$ cat config.mk
export PLATFORM = sky130hd
export DESIGN_NAME = stack_sequencer_flat
export DESIGN_NICKNAME = d
export VERILOG_FILES = /design/src/rtl/stack_pkg.sv /design/src/rtl/stack_sequencer_if.sv /design/src/rtl/stack_depth_counter.sv /design/src/rtl/stack_sequencer.sv /design/src/flat_wrapper.sv
export SDC_FILE = /design/constraint.sdc
export NUM_CORES = 1
export LEC_CHECK = 0
export ABC_AREA = 1
export ABC_CLOCK_PERIOD_IN_PS = 2200
export CAP_MARGIN = 15
export CORE_ASPECT_RATIO = 0.75
export CORE_MARGIN = 2
export CORE_UTILIZATION = 45
export CTS_CLUSTER_SIZE = 28
export DETAILED_ROUTE_END_ITERATION = 7
export PLACE_DENSITY = 0.75
export SYNTH_ARGS = -nofsm -noshare
export SYNTH_HDL_FRONTEND = slang
export SYNTH_SLANG_ARGS = --single-unit
$ cat constraint.sdc
create_clock -name CLK -period 2.2 [get_ports CLK]
set_input_delay 0.33 -clock CLK [delete_from_list [all_inputs] [get_ports CLK]]
set_output_delay 0.33 -clock CLK [all_outputs]
set_load 0.05 [all_outputs]
$ cat src/rtl/stack_pkg.sv
// Shared types and constants for the stack sequencer.
//   state_e      : sequencer FSM states
//   DIR_PUSH/POP : SP_D_nU encodings
//   stack_ctrl_t : stack-block control bundle, CTRL_RST is its reset/idle value
package stack_pkg;

  localparam int unsigned NIBBLE_W = 4;
  localparam int unsigned DEPTH_W  = 9;
  localparam int unsigned SETTLE_W = 3;

  typedef enum logic [3:0] {
    IDLE,
    P_SETUP,
    P_WRITE,
    P_COUNT,
    P_REL,
    Q_SETUP,
    Q_COUNT,
    Q_SETTLE,
    Q_READ,
    FIN
  } state_e;

  localparam logic DIR_PUSH = 1'b0;
  localparam logic DIR_POP  = 1'b1;

  typedef struct packed {
    logic nsk_en;
    logic sp_d_nu;
    logic spc;
    logic store_oe;
  } stack_ctrl_t;

  localparam stack_ctrl_t CTRL_RST = '{nsk_en: 1'b1, sp_d_nu: DIR_POP, spc: 1'b0, store_oe: 1'b0};

endpackage

$ cat src/rtl/stack_sequencer_if.sv
// Request/response and store-bus signals of the stack sequencer.
//   master : decoder + stack block side (drives requests, DIN, STORE_DI)
//   slave  : stack_sequencer side (drives status, DOUT and stack controls)
interface stack_sequencer_if;
  import stack_pkg::*;

  logic                PUSH_REQ;
  logic                POP_REQ;
  logic [NIBBLE_W-1:0] DIN;
  logic                BUSY;
  logic                DONE;
  logic [NIBBLE_W-1:0] DOUT;
  logic                OVF;
  logic                UNF;
  logic                REQ_ERR;
  logic [DEPTH_W-1:0]  DEPTH;
  logic                nSK_EN;
  logic                SP_D_nU;
  logic                SPC;
  logic                STORE_OE;
  logic [NIBBLE_W-1:0] STORE_DO;
  logic [NIBBLE_W-1:0] STORE_DI;

  modport master (
    output PUSH_REQ, POP_REQ, DIN, STORE_DI,
    input  BUSY, DONE, DOUT, OVF, UNF, REQ_ERR, DEPTH,
    input  nSK_EN, SP_D_nU, SPC, STORE_OE, STORE_DO
  );

  modport slave (
    input  PUSH_REQ, POP_REQ, DIN, STORE_DI,
    output BUSY, DONE, DOUT, OVF, UNF, REQ_ERR, DEPTH,
    output nSK_EN, SP_D_nU, SPC, STORE_OE, STORE_DO
  );

endinterface

$ cat src/rtl/stack_depth_counter.sv
// Stack occupancy counter with full/empty compare.
//   clk, rst      : clock, synchronous active-high reset
//   inc, dec      : count up/down by one (guarded by full/empty)
//   depth         : registered occupancy 0..DEPTH_MAX
//   full_c/empty_c: decoded from the depth register
module stack_depth_counter
  import stack_pkg::*;
#(
  parameter int unsigned DEPTH_MAX = 256
) (
  input  logic               clk,
  input  logic               rst,
  input  logic               inc,
  input  logic               dec,
  output logic [DEPTH_W-1:0] depth,
  output logic               full_c,
  output logic               empty_c
);

  logic [DEPTH_W-1:0] depth_q;
  logic [DEPTH_W-1:0] depth_d;

  assign full_c  = (depth_q == DEPTH_W'(DEPTH_MAX));
  assign empty_c = (depth_q == '0);
  assign depth   = depth_q;

  // Guarded so the count never wraps past either end.
  always_comb begin
    depth_d = depth_q;
    if (inc && !full_c) begin
      depth_d = depth_q + DEPTH_W'(1);
    end else if (dec && !empty_c) begin
      depth_d = depth_q - DEPTH_W'(1);
    end
  end

  always_ff @(posedge clk) begin
    if (rst) begin
      depth_q <= '0;
    end else begin
      depth_q <= depth_d;
    end
  end

endmodule

$ cat src/rtl/stack_sequencer.sv
// Turns single-cycle PUSH/POP requests into the stack block's control
// sequence (nSK_EN, SP_D_nU, SPC, STORE_OE/STORE_DO), tracks occupancy,
// flags overflow/underflow/conflicting requests and returns popped nibbles.
//   CLK, RST : clock, synchronous active-high reset
//   bus      : stack_sequencer_if.slave (requests, status, store bus)
module stack_sequencer
  import stack_pkg::*;
#(
  parameter int unsigned DEPTH_MAX  = 256,
  parameter int unsigned SETTLE_CYC = 1
) (
  input logic              CLK,
  input logic              RST,
  stack_sequencer_if.slave bus
);

  state_e              state_q, state_d;
  logic [SETTLE_W-1:0] settle_q, settle_d;
  stack_ctrl_t         ctrl_q, ctrl_d;
  logic                busy_q, busy_d;
  logic                done_q, done_d;
  logic                ovf_q, ovf_d;
  logic                unf_q, unf_d;
  logic                req_err_q, req_err_d;
  logic [NIBBLE_W-1:0] dout_q, dout_d;
  logic [NIBBLE_W-1:0] store_do_q, store_do_d;

  logic idle_c;
  logic req_both_c;
  logic push_ok_c, push_rej_c;
  logic pop_ok_c, pop_rej_c;
  logic full_c, empty_c;
  logic depth_inc, depth_dec;
  logic [DEPTH_W-1:0] depth;

  // FIN is also a request-accepting state so back-to-back requests lose no cycle.
  assign idle_c     = (state_q == IDLE) || (state_q == FIN);
  assign req_both_c = idle_c && bus.PUSH_REQ && bus.POP_REQ;
  assign push_ok_c  = idle_c && bus.PUSH_REQ && !bus.POP_REQ && !full_c;
  assign push_rej_c = idle_c && bus.PUSH_REQ && !bus.POP_REQ && full_c;
  assign pop_ok_c   = idle_c && bus.POP_REQ && !bus.PUSH_REQ && !empty_c;
  assign pop_rej_c  = idle_c && bus.POP_REQ && !bus.PUSH_REQ && empty_c;

  // Occupancy moves at the end of the release/read cycle of a sequence.
  assign depth_inc = (state_q == P_REL);
  assign depth_dec = (state_q == Q_READ);

  stack_depth_counter #(
    .DEPTH_MAX (DEPTH_MAX)
  ) u_depth (
    .clk     (CLK),
    .rst     (RST),
    .inc     (depth_inc),
    .dec     (depth_dec),
    .depth   (depth),
    .full_c  (full_c),
    .empty_c (empty_c)
  );

  // State and output registers.
  always_ff @(posedge CLK) begin
    if (RST) begin
      state_q    <= IDLE;
      settle_q   <= '0;
      ctrl_q     <= CTRL_RST;
      busy_q     <= 1'b0;
      done_q     <= 1'b0;
      ovf_q      <= 1'b0;
      unf_q      <= 1'b0;
      req_err_q  <= 1'b0;
      dout_q     <= '0;
      store_do_q <= '0;
    end else begin
      state_q    <= state_d;
      settle_q   <= settle_d;
      ctrl_q     <= ctrl_d;
      busy_q     <= busy_d;
      done_q     <= done_d;
      ovf_q      <= ovf_d;
      unf_q      <= unf_d;
      req_err_q  <= req_err_d;
      dout_q     <= dout_d;
      store_do_q <= store_do_d;
    end
  end

  // Next-state logic.
  always_comb begin
    state_d  = state_q;
    settle_d = settle_q;
    case (state_q)
      IDLE, FIN: begin
        if (push_ok_c) begin
          state_d = P_SETUP;
        end else if (pop_ok_c) begin
          state_d = Q_SETUP;
        end else if (req_both_c || push_rej_c || pop_rej_c) begin
          state_d = FIN;
        end else begin
          state_d = IDLE;
        end
      end
      P_SETUP: state_d = P_WRITE;
      P_WRITE: state_d = P_COUNT;
      P_COUNT: state_d = P_REL;
      P_REL:   state_d = FIN;
      Q_SETUP: state_d = Q_COUNT;
      Q_COUNT: begin
        state_d  = Q_SETTLE;
        settle_d = SETTLE_W'(SETTLE_CYC - 1);
      end
      Q_SETTLE: begin
        if (settle_q == '0) begin
          state_d = Q_READ;
        end else begin
          settle_d = settle_q - SETTLE_W'(1);
        end
      end
      Q_READ:  state_d = FIN;
      default: state_d = IDLE;
    endcase
  end

  // Output logic, decoded from the next state so every output is a flop.
  always_comb begin
    ctrl_d     = CTRL_RST;
    busy_d     = 1'b1;
    done_d     = 1'b0;
    ovf_d      = push_rej_c;
    unf_d      = pop_rej_c;
    req_err_d  = req_both_c;
    dout_d     = (state_q == Q_READ) ? bus.STORE_DI : dout_q;
    store_do_d = push_ok_c ? bus.DIN : store_do_q;
    case (state_d)
      IDLE: busy_d = 1'b0;
      FIN: begin
        busy_d = 1'b0;
        done_d = 1'b1;
      end
      P_SETUP, P_WRITE:
        ctrl_d = '{nsk_en: 1'b0, sp_d_nu: DIR_PUSH, spc: 1'b0, store_oe: 1'b1};
      P_COUNT:
        ctrl_d = '{nsk_en: 1'b0, sp_d_nu: DIR_PUSH, spc: 1'b1, store_oe: 1'b1};
      // Direction held at push level through release so it never moves with SPC.
      P_REL:
        ctrl_d = '{nsk_en: 1'b1, sp_d_nu: DIR_PUSH, spc: 1'b0, store_oe: 1'b0};
      Q_SETUP, Q_SETTLE:
        ctrl_d = '{nsk_en: 1'b0, sp_d_nu: DIR_POP, spc: 1'b0, store_oe: 1'b0};
      Q_COUNT:
        ctrl_d = '{nsk_en: 1'b0, sp_d_nu: DIR_POP, spc: 1'b1, store_oe: 1'b0};
      Q_READ:
        ctrl_d = '{nsk_en: 1'b1, sp_d_nu: DIR_POP, spc: 1'b0, store_oe: 1'b0};
      default: busy_d = 1'b0;
    endcase
  end

  assign bus.BUSY     = busy_q;
  assign bus.DONE     = done_q;
  assign bus.DOUT     = dout_q;
  assign bus.OVF      = ovf_q;
  assign bus.UNF      = unf_q;
  assign bus.REQ_ERR  = req_err_q;
  assign bus.DEPTH    = depth;
  assign bus.nSK_EN   = ctrl_q.nsk_en;
  assign bus.SP_D_nU  = ctrl_q.sp_d_nu;
  assign bus.SPC      = ctrl_q.spc;
  assign bus.STORE_OE = ctrl_q.store_oe;
  assign bus.STORE_DO = store_do_q;

endmodule

$ cat src/flat_wrapper.sv
// flat-port wrapper written by rule: the top's interface ports become plain ports
module stack_sequencer_flat import stack_pkg::*;
#(
  parameter int unsigned DEPTH_MAX  = 256,
  parameter int unsigned SETTLE_CYC = 1
)
  (CLK, RST, bus_PUSH_REQ, bus_POP_REQ, bus_DIN, bus_STORE_DI, bus_BUSY, bus_DONE, bus_DOUT, bus_OVF, bus_UNF, bus_REQ_ERR, bus_DEPTH, bus_nSK_EN, bus_SP_D_nU, bus_SPC, bus_STORE_OE, bus_STORE_DO);
  stack_sequencer_if bus_i ();
  input logic CLK;
  input logic RST;
  input wire logic [$bits(bus_i.PUSH_REQ)-1:0] bus_PUSH_REQ;
  input wire logic [$bits(bus_i.POP_REQ)-1:0] bus_POP_REQ;
  input wire logic [$bits(bus_i.DIN)-1:0] bus_DIN;
  input wire logic [$bits(bus_i.STORE_DI)-1:0] bus_STORE_DI;
  output wire logic [$bits(bus_i.BUSY)-1:0] bus_BUSY;
  output wire logic [$bits(bus_i.DONE)-1:0] bus_DONE;
  output wire logic [$bits(bus_i.DOUT)-1:0] bus_DOUT;
  output wire logic [$bits(bus_i.OVF)-1:0] bus_OVF;
  output wire logic [$bits(bus_i.UNF)-1:0] bus_UNF;
  output wire logic [$bits(bus_i.REQ_ERR)-1:0] bus_REQ_ERR;
  output wire logic [$bits(bus_i.DEPTH)-1:0] bus_DEPTH;
  output wire logic [$bits(bus_i.nSK_EN)-1:0] bus_nSK_EN;
  output wire logic [$bits(bus_i.SP_D_nU)-1:0] bus_SP_D_nU;
  output wire logic [$bits(bus_i.SPC)-1:0] bus_SPC;
  output wire logic [$bits(bus_i.STORE_OE)-1:0] bus_STORE_OE;
  output wire logic [$bits(bus_i.STORE_DO)-1:0] bus_STORE_DO;
  assign bus_i.PUSH_REQ = bus_PUSH_REQ;
  assign bus_i.POP_REQ = bus_POP_REQ;
  assign bus_i.DIN = bus_DIN;
  assign bus_i.STORE_DI = bus_STORE_DI;
  assign bus_BUSY = bus_i.BUSY;
  assign bus_DONE = bus_i.DONE;
  assign bus_DOUT = bus_i.DOUT;
  assign bus_OVF = bus_i.OVF;
  assign bus_UNF = bus_i.UNF;
  assign bus_REQ_ERR = bus_i.REQ_ERR;
  assign bus_DEPTH = bus_i.DEPTH;
  assign bus_nSK_EN = bus_i.nSK_EN;
  assign bus_SP_D_nU = bus_i.SP_D_nU;
  assign bus_SPC = bus_i.SPC;
  assign bus_STORE_OE = bus_i.STORE_OE;
  assign bus_STORE_DO = bus_i.STORE_DO;
  stack_sequencer #(.DEPTH_MAX(DEPTH_MAX), .SETTLE_CYC(SETTLE_CYC)) u_core (.CLK(CLK), .RST(RST), .bus(bus_i));
endmodule
# [After elaboration in Yosys (flattened, before gate mapping)]
# Index checks and enable logic that the tools add are counted.
[totals] ff_bits=33 inputBits=12 out_inout_bits=26
[classes] n_addsub=3 n_mux=12 n_reduce_logical=29 n_eq_ne=20
[op_table] op="$eq A4 B3 Y1 const B" count=8
[op_table] op="$pmux W4 S8" count=1
[op_table] op="$pmux W4 S5" count=1
[op_table] op="$mux W9" count=2
[op_table] op="$eq A4 B2 Y1 const B" count=4
[op_table] op="$eq A4 B4 Y1 const B" count=4
[op_table] op="$mux W4" count=4
[op_table] op="$logic_and A1 B1 Y1" count=11
[op_table] op="$add A9 B1 Y9 const B" count=1
[op_table] op="$eq A9 B9 Y1 const B" count=1
[op_table] op="$logic_not A9 Y1" count=1
[op_table] op="$sub A9 B1 Y9 const B" count=1
[op_table] op="$eq A4 B1 Y1 const B" count=2
[op_table] op="$reduce_or A2 Y1" count=4
[op_table] op="$reduce_or A8 Y1" count=1
[op_table] op="$pmux W3 S2" count=1
[op_table] op="$logic_not A1 Y1" count=4
[op_table] op="$logic_not A4 Y1" count=1
[op_table] op="$reduce_bool A2 Y1" count=2
[op_table] op="$logic_not A3 Y1" count=1
[op_table] op="$logic_or A1 B1 Y1" count=3
[op_table] op="$mux W3" count=1
[op_table] op="$sub A3 B1 Y3 const B" count=1
[op_table] op="$mux W1" count=2
[op_table] op="2 further kinds" count=2

# [Longest topological paths before layout]
[logic_depth] depth_word=14 ltp_mapped=15 ltp_nobuf=15

# [Cells and area by module]
# Synthesis repeated with hierarchy kept, for this count alone.
[hier_totals] cells_unflattened=275 hier_area_um2=1846.8
[by_module_without_submodules] module="stack_sequencer" cells_per_inst=145 instances=1 area_per_inst_um2=1064.8 seq_area_each_um2=480.5
[by_module_without_submodules] module="stack_depth_counter" cells_per_inst=130 instances=1 area_per_inst_um2=782.0 seq_area_each_um2=180.2

# [Worst setup path before layout]
# No wires, ideal clock.
[synth_path] kind="reg-to-reg" from="register u_core.u_depth.depth_q[0], in the netlist u_core.u_depth.depth[0]" to="register u_core.u_depth.depth_q[8], in the netlist u_core.u_depth.depth[8]" path_stages_with_launch=15 required_ns=2.083 synth_period_minus_slack_ns=2.401 path_buffers=0 t_arrival_ns=2.284 slack_ns=-0.201 setup_time_ns=0.117 path_cell_list="dfxtp_1 -> nor2_1 -> nand2_1 -> nor2_2 -> nand2_2 -> nand2_4 -> ha_1 -> a21oi_1 -> nand2_1 -> nand2_1 -> nand2_1 -> o21ai_0 -> nand3_1 -> nand2_1 -> nor2_1"
[synth_via] elab_chain_len=4 elab_cells_between_ends=11 cone_classes="add/sub: 2; eq/ne: 1; mux: 2; reduce/logical: 6"
[synth_rtl] element="start: declaration" line_no="stack_depth_counter.sv:20" source="logic [DEPTH_W-1:0] depth_q;"
[synth_rtl] element="start signal: assignment" line_no="stack_depth_counter.sv:41" source="depth_q <= depth_d;"
[synth_rtl] element="branches (longest 4 deep; another with $sub A9 B1 Y9)"
# Parallel ways; which one is timed is not known. The select of a mux whose other input is x is not followed.
# A chain may end at the register's enable or synchronous reset.

# [Worst setup path after layout]
[layout_path] from="register u_core.u_depth.depth_q[1], in the netlist u_core.u_depth.depth[1]" to="register u_core.u_depth.depth_q[8], in the netlist u_core.u_depth.depth[8]"
# Same word-level chain as after synthesis.

==> flow_summary.ini <==
[grt]
pin_count_of_the_biggest_net_entering_global_routing = 16
initial_antenna_violation_count = 0
grt_pass1_wl_mm = 7.06
grt-ovfl-total = 0
groute.usage.overall = 0.201
number_of_global_route_vias_before_repair = 1545

[clock_tree]
clock_sink_count = 33
cts-htree-levels = 2
clock_tree.root_cell = sky130_fd_sc_hd__clkbuf_8
tritoncts = built
clk_pin_slew_worst_paths_ns = 0.07
cts_made_buffers = 5
cts-root-to-sink-buffers = 2
clock_insertion_delay_worst_skew_ns = 0.28

[worst_setup_path]
crit_path_start_kind = flop
slowest_delay_ns = 0.37
critical_path_buf_inv_count = 1
cp_cell_sequence = nor2_1, nand2_1, nor2_4, nand2_4, nand2_8, ha_1, nand2_1, inv_1, a21oi_2, nand2_1, o21ai_2, nand3_1, nand2_1, nor2_1
crit_arrival_ns = 2.25
cp.required_ns = 2.38
cp_slowest_cell = sky130_fd_sc_hd__dfxtp_4
reg2regPathDepth = 14
regToRegStartpoint = u_core.u_depth.depth[1]
critPathKind = reg -> reg
cpLargestDelayFamily = simple AND/OR/NAND/NOR gates
path_max_fanout = 6
most_common_cell_on_crit_path = sky130_fd_sc_hd__nand2_1
end_kind = flop
reg2reg_to = u_core.u_depth.depth[8]
reg2reg_setup_slack_ns = 0.13

[yosys]
asyncSetResetFlopFracSynth = 0
synth-edff-count = 0
synth_top_cell_area_share = 0.377
main_synth_ff_type = sky130_fd_sc_hd__dfxtp_1
synth_top_cells_by_count = sky130_fd_sc_hd__nor2_1, sky130_fd_sc_hd__nand2_1, sky130_fd_sc_hd__dfxtp_1, sky130_fd_sc_hd__inv_1, sky130_fd_sc_hd__a21oi_1
synth.distinct_cells = 27
synthesis.instances = 241
yosysWarnings = 0
post_synth.cell_area_avg_um2 = 7.27
synthesis.nets = 263
synth_top_cells_by_area = sky130_fd_sc_hd__dfxtp_1, sky130_fd_sc_hd__nor2_1, sky130_fd_sc_hd__nand2_1
most_frequent_cell_after_synthesis = sky130_fd_sc_hd__nor2_1
synth-seq-cells = 33
cell_accounting_for_the_most_synthesized_area = sky130_fd_sc_hd__dfxtp_1
synth_seq_area_share = 0.377
post_synth_instance_area_mm2 = 0.00175

[detailed_routing]
antenna_left = 0
first_pass_iters = 4
finalWirelength_mm = 4.25
wl_per_cell_um = 12.4
vias_per_cell = 4.98
drc_errors = 0
route.vias.total = 1707
initial_drc_count = 76

[sta]
report.final.slew_viol_count = 0
min_period_over_period = 0.941
timing.final.setup_violations = 0
fin_worst_skew_ns = 0.0106
fin_worst_hold_slack_ns = 0.465
achievable-frequency_ghz = 0.483
final.min_clock_period_ns = 2.07
tightestPinTransition_ns = 0.516
timing_hold_violations_final = 0
slew-limit-headroom = 0.655

[hold_path]
min_from = u_core.settle_q[0]
holdPathStages = 2
timing.hold.worst_endpoint = u_core.settle_q[0]
hold_class = reg -> reg

[final_layout]
design.final.nets = 313
layout.cell_area.non_filler_mm2 = 0.00239
fillerInstances = 326
area_growth_pct = 36.6
antenna_cells = 0
share_of_post_route_cells_with_drive_strength_above_1 = 0.192

[floorplanning]
die_height_um = 58.0
fp.dieW_um = 76.0
pin_count = 38
die-area_mm2 = 0.00441
coreArea_mm2 = 0.00368
initial_core_util = 0.475
row_count = 19

[flow_run]
drv.max_cap_violation_count = 0

[place]
placed_area_mm2 = 0.00223
finalWeightedCongestion = 0.952
place.detailed.hpwl_mm = 3.10
buffer_ports.inserted = 37

[outcome]
status = finished, final reports clean
-- per-stage QoR --
step	utilization	TNS, ns	setup slack, ns	cells
2_1_floorplan	-	0	0.0161	241
3_3_place_gp	0.604	0	0.0712	333
3_5_place_dp	0.604	-0.00603	-0.00603	333
4_1_cts	0.628	0	0.0360	340
5_1_grt	0.650	-0.0251	-0.0251	343
6_report	0.650	0	0.129	343
-- final cells by class --
cell class / count / area (um^2) / share of cell area
inverters: 29 / 113 / 0.0470
clock buffers: 7 / 86.3 / 0.0361
flip-flops and latches: 33 / 674 / 0.282
well taps: 52 / 65.1 / 0.0272
multi-input cells: 176 / 1020 / 0.425
repair buffers: 46 / 438 / 0.183
-- timing repair --
item                                    4_1_cts  5_1_grt
pin swaps                                     0        5
buffers inserted                              0        2
hold buffers                                  0        0
gates resized for setup                       1       14
gates cloned                                  0        1
hold endpoints to repair                      0        0
endpoints found under the setup margin        1        2
-- state kept, by name (all words and copies together) (netlist names) --
register	count
u_core.bus.REQ_ERR	1
u_core.bus.OVF	1
u_core.bus.STORE_DO	4
u_core.bus.DOUT	4
u_core.u_depth.depth	9
u_core.bus.BUSY	1
u_core.bus.STORE_OE	1
u_core.bus.SP_D_nU	1
u_core.bus.UNF	1
u_core.bus.nSK_EN	1
u_core.settle_q	3
u_core.bus.SPC	1
u_core.state_q	4
u_core.bus.DONE	1
-- metal layers --
layer,vias up,part of all wire,track usage
met5,-,0,0
met4,0,0.0082,0.0805
met3,4,0.074,0.0576
met2,63,0.43,0.309
met1,762,0.48,0.272
li1,878,-,-
-- worst max-delay path by stage --
stage	cells after the start	end	from	slack [ns]
2_1_floorplan	14	u_core.u_depth.depth[8]	u_core.u_depth.depth[0]	0.02
6_report	14	u_core.u_depth.depth[8]	u_core.u_depth.depth[1]	0.13
4_1_cts	14	u_core.u_depth.depth[8]	u_core.u_depth.depth[1]	0.04
3_3_place_gp	15	u_core.u_depth.depth[8]	u_core.state_q[3]	0.07
3_5_place_dp	15	u_core.u_depth.depth[8]	u_core.state_q[3]	-0.006
5_1_grt	14	u_core.u_depth.depth[8]	u_core.u_depth.depth[1]	-0.03
-- placed cells by master, fill, tap and decap left out, drive strengths merged --
master,synthesis,final
nand3,12,12
a21o,1,1
or2,1,1
xnor2,6,6
nor4,1,1
inv,28,28
nand4,6,6
xor2,1,1
nor2,49,49
a21oi,19,19
o21ai,19,19
clkdlybuf4s50,0,37
ha,9,9
clkbuf,3,7
nor3,2,2
dfxtp,33,33
buf,1,9
and3,1,1
fa,1,1
nand2,46,47
clkinv,1,1
o21bai,1,1
-- cells by family (layout without fill, tap and decap cells) --
kind of cell / Yosys count / after routing / share of synthesized area
compound gates: 40 / 40 / 0.124
buf+inv: 33 / 82 / 0.0757
flops: 33 / 33 / 0.377
fa+ha+maj: 10 / 10 / 0.0757
xor+xnor: 7 / 7 / 0.0350
simple gates: 118 / 119 / 0.313
-- tightest hold or removal path, delay by kind of cell (launching register included) --
kind	cells	cell delay, ns
AO/OA/AOI/OAI	1	0.05
flip-flops	1	0.31
AND/OR/NAND/NOR	1	0.06
Power is not shown: default switching activity piles up to over one toggle a cycle in this logic, so the estimate is an artifact.
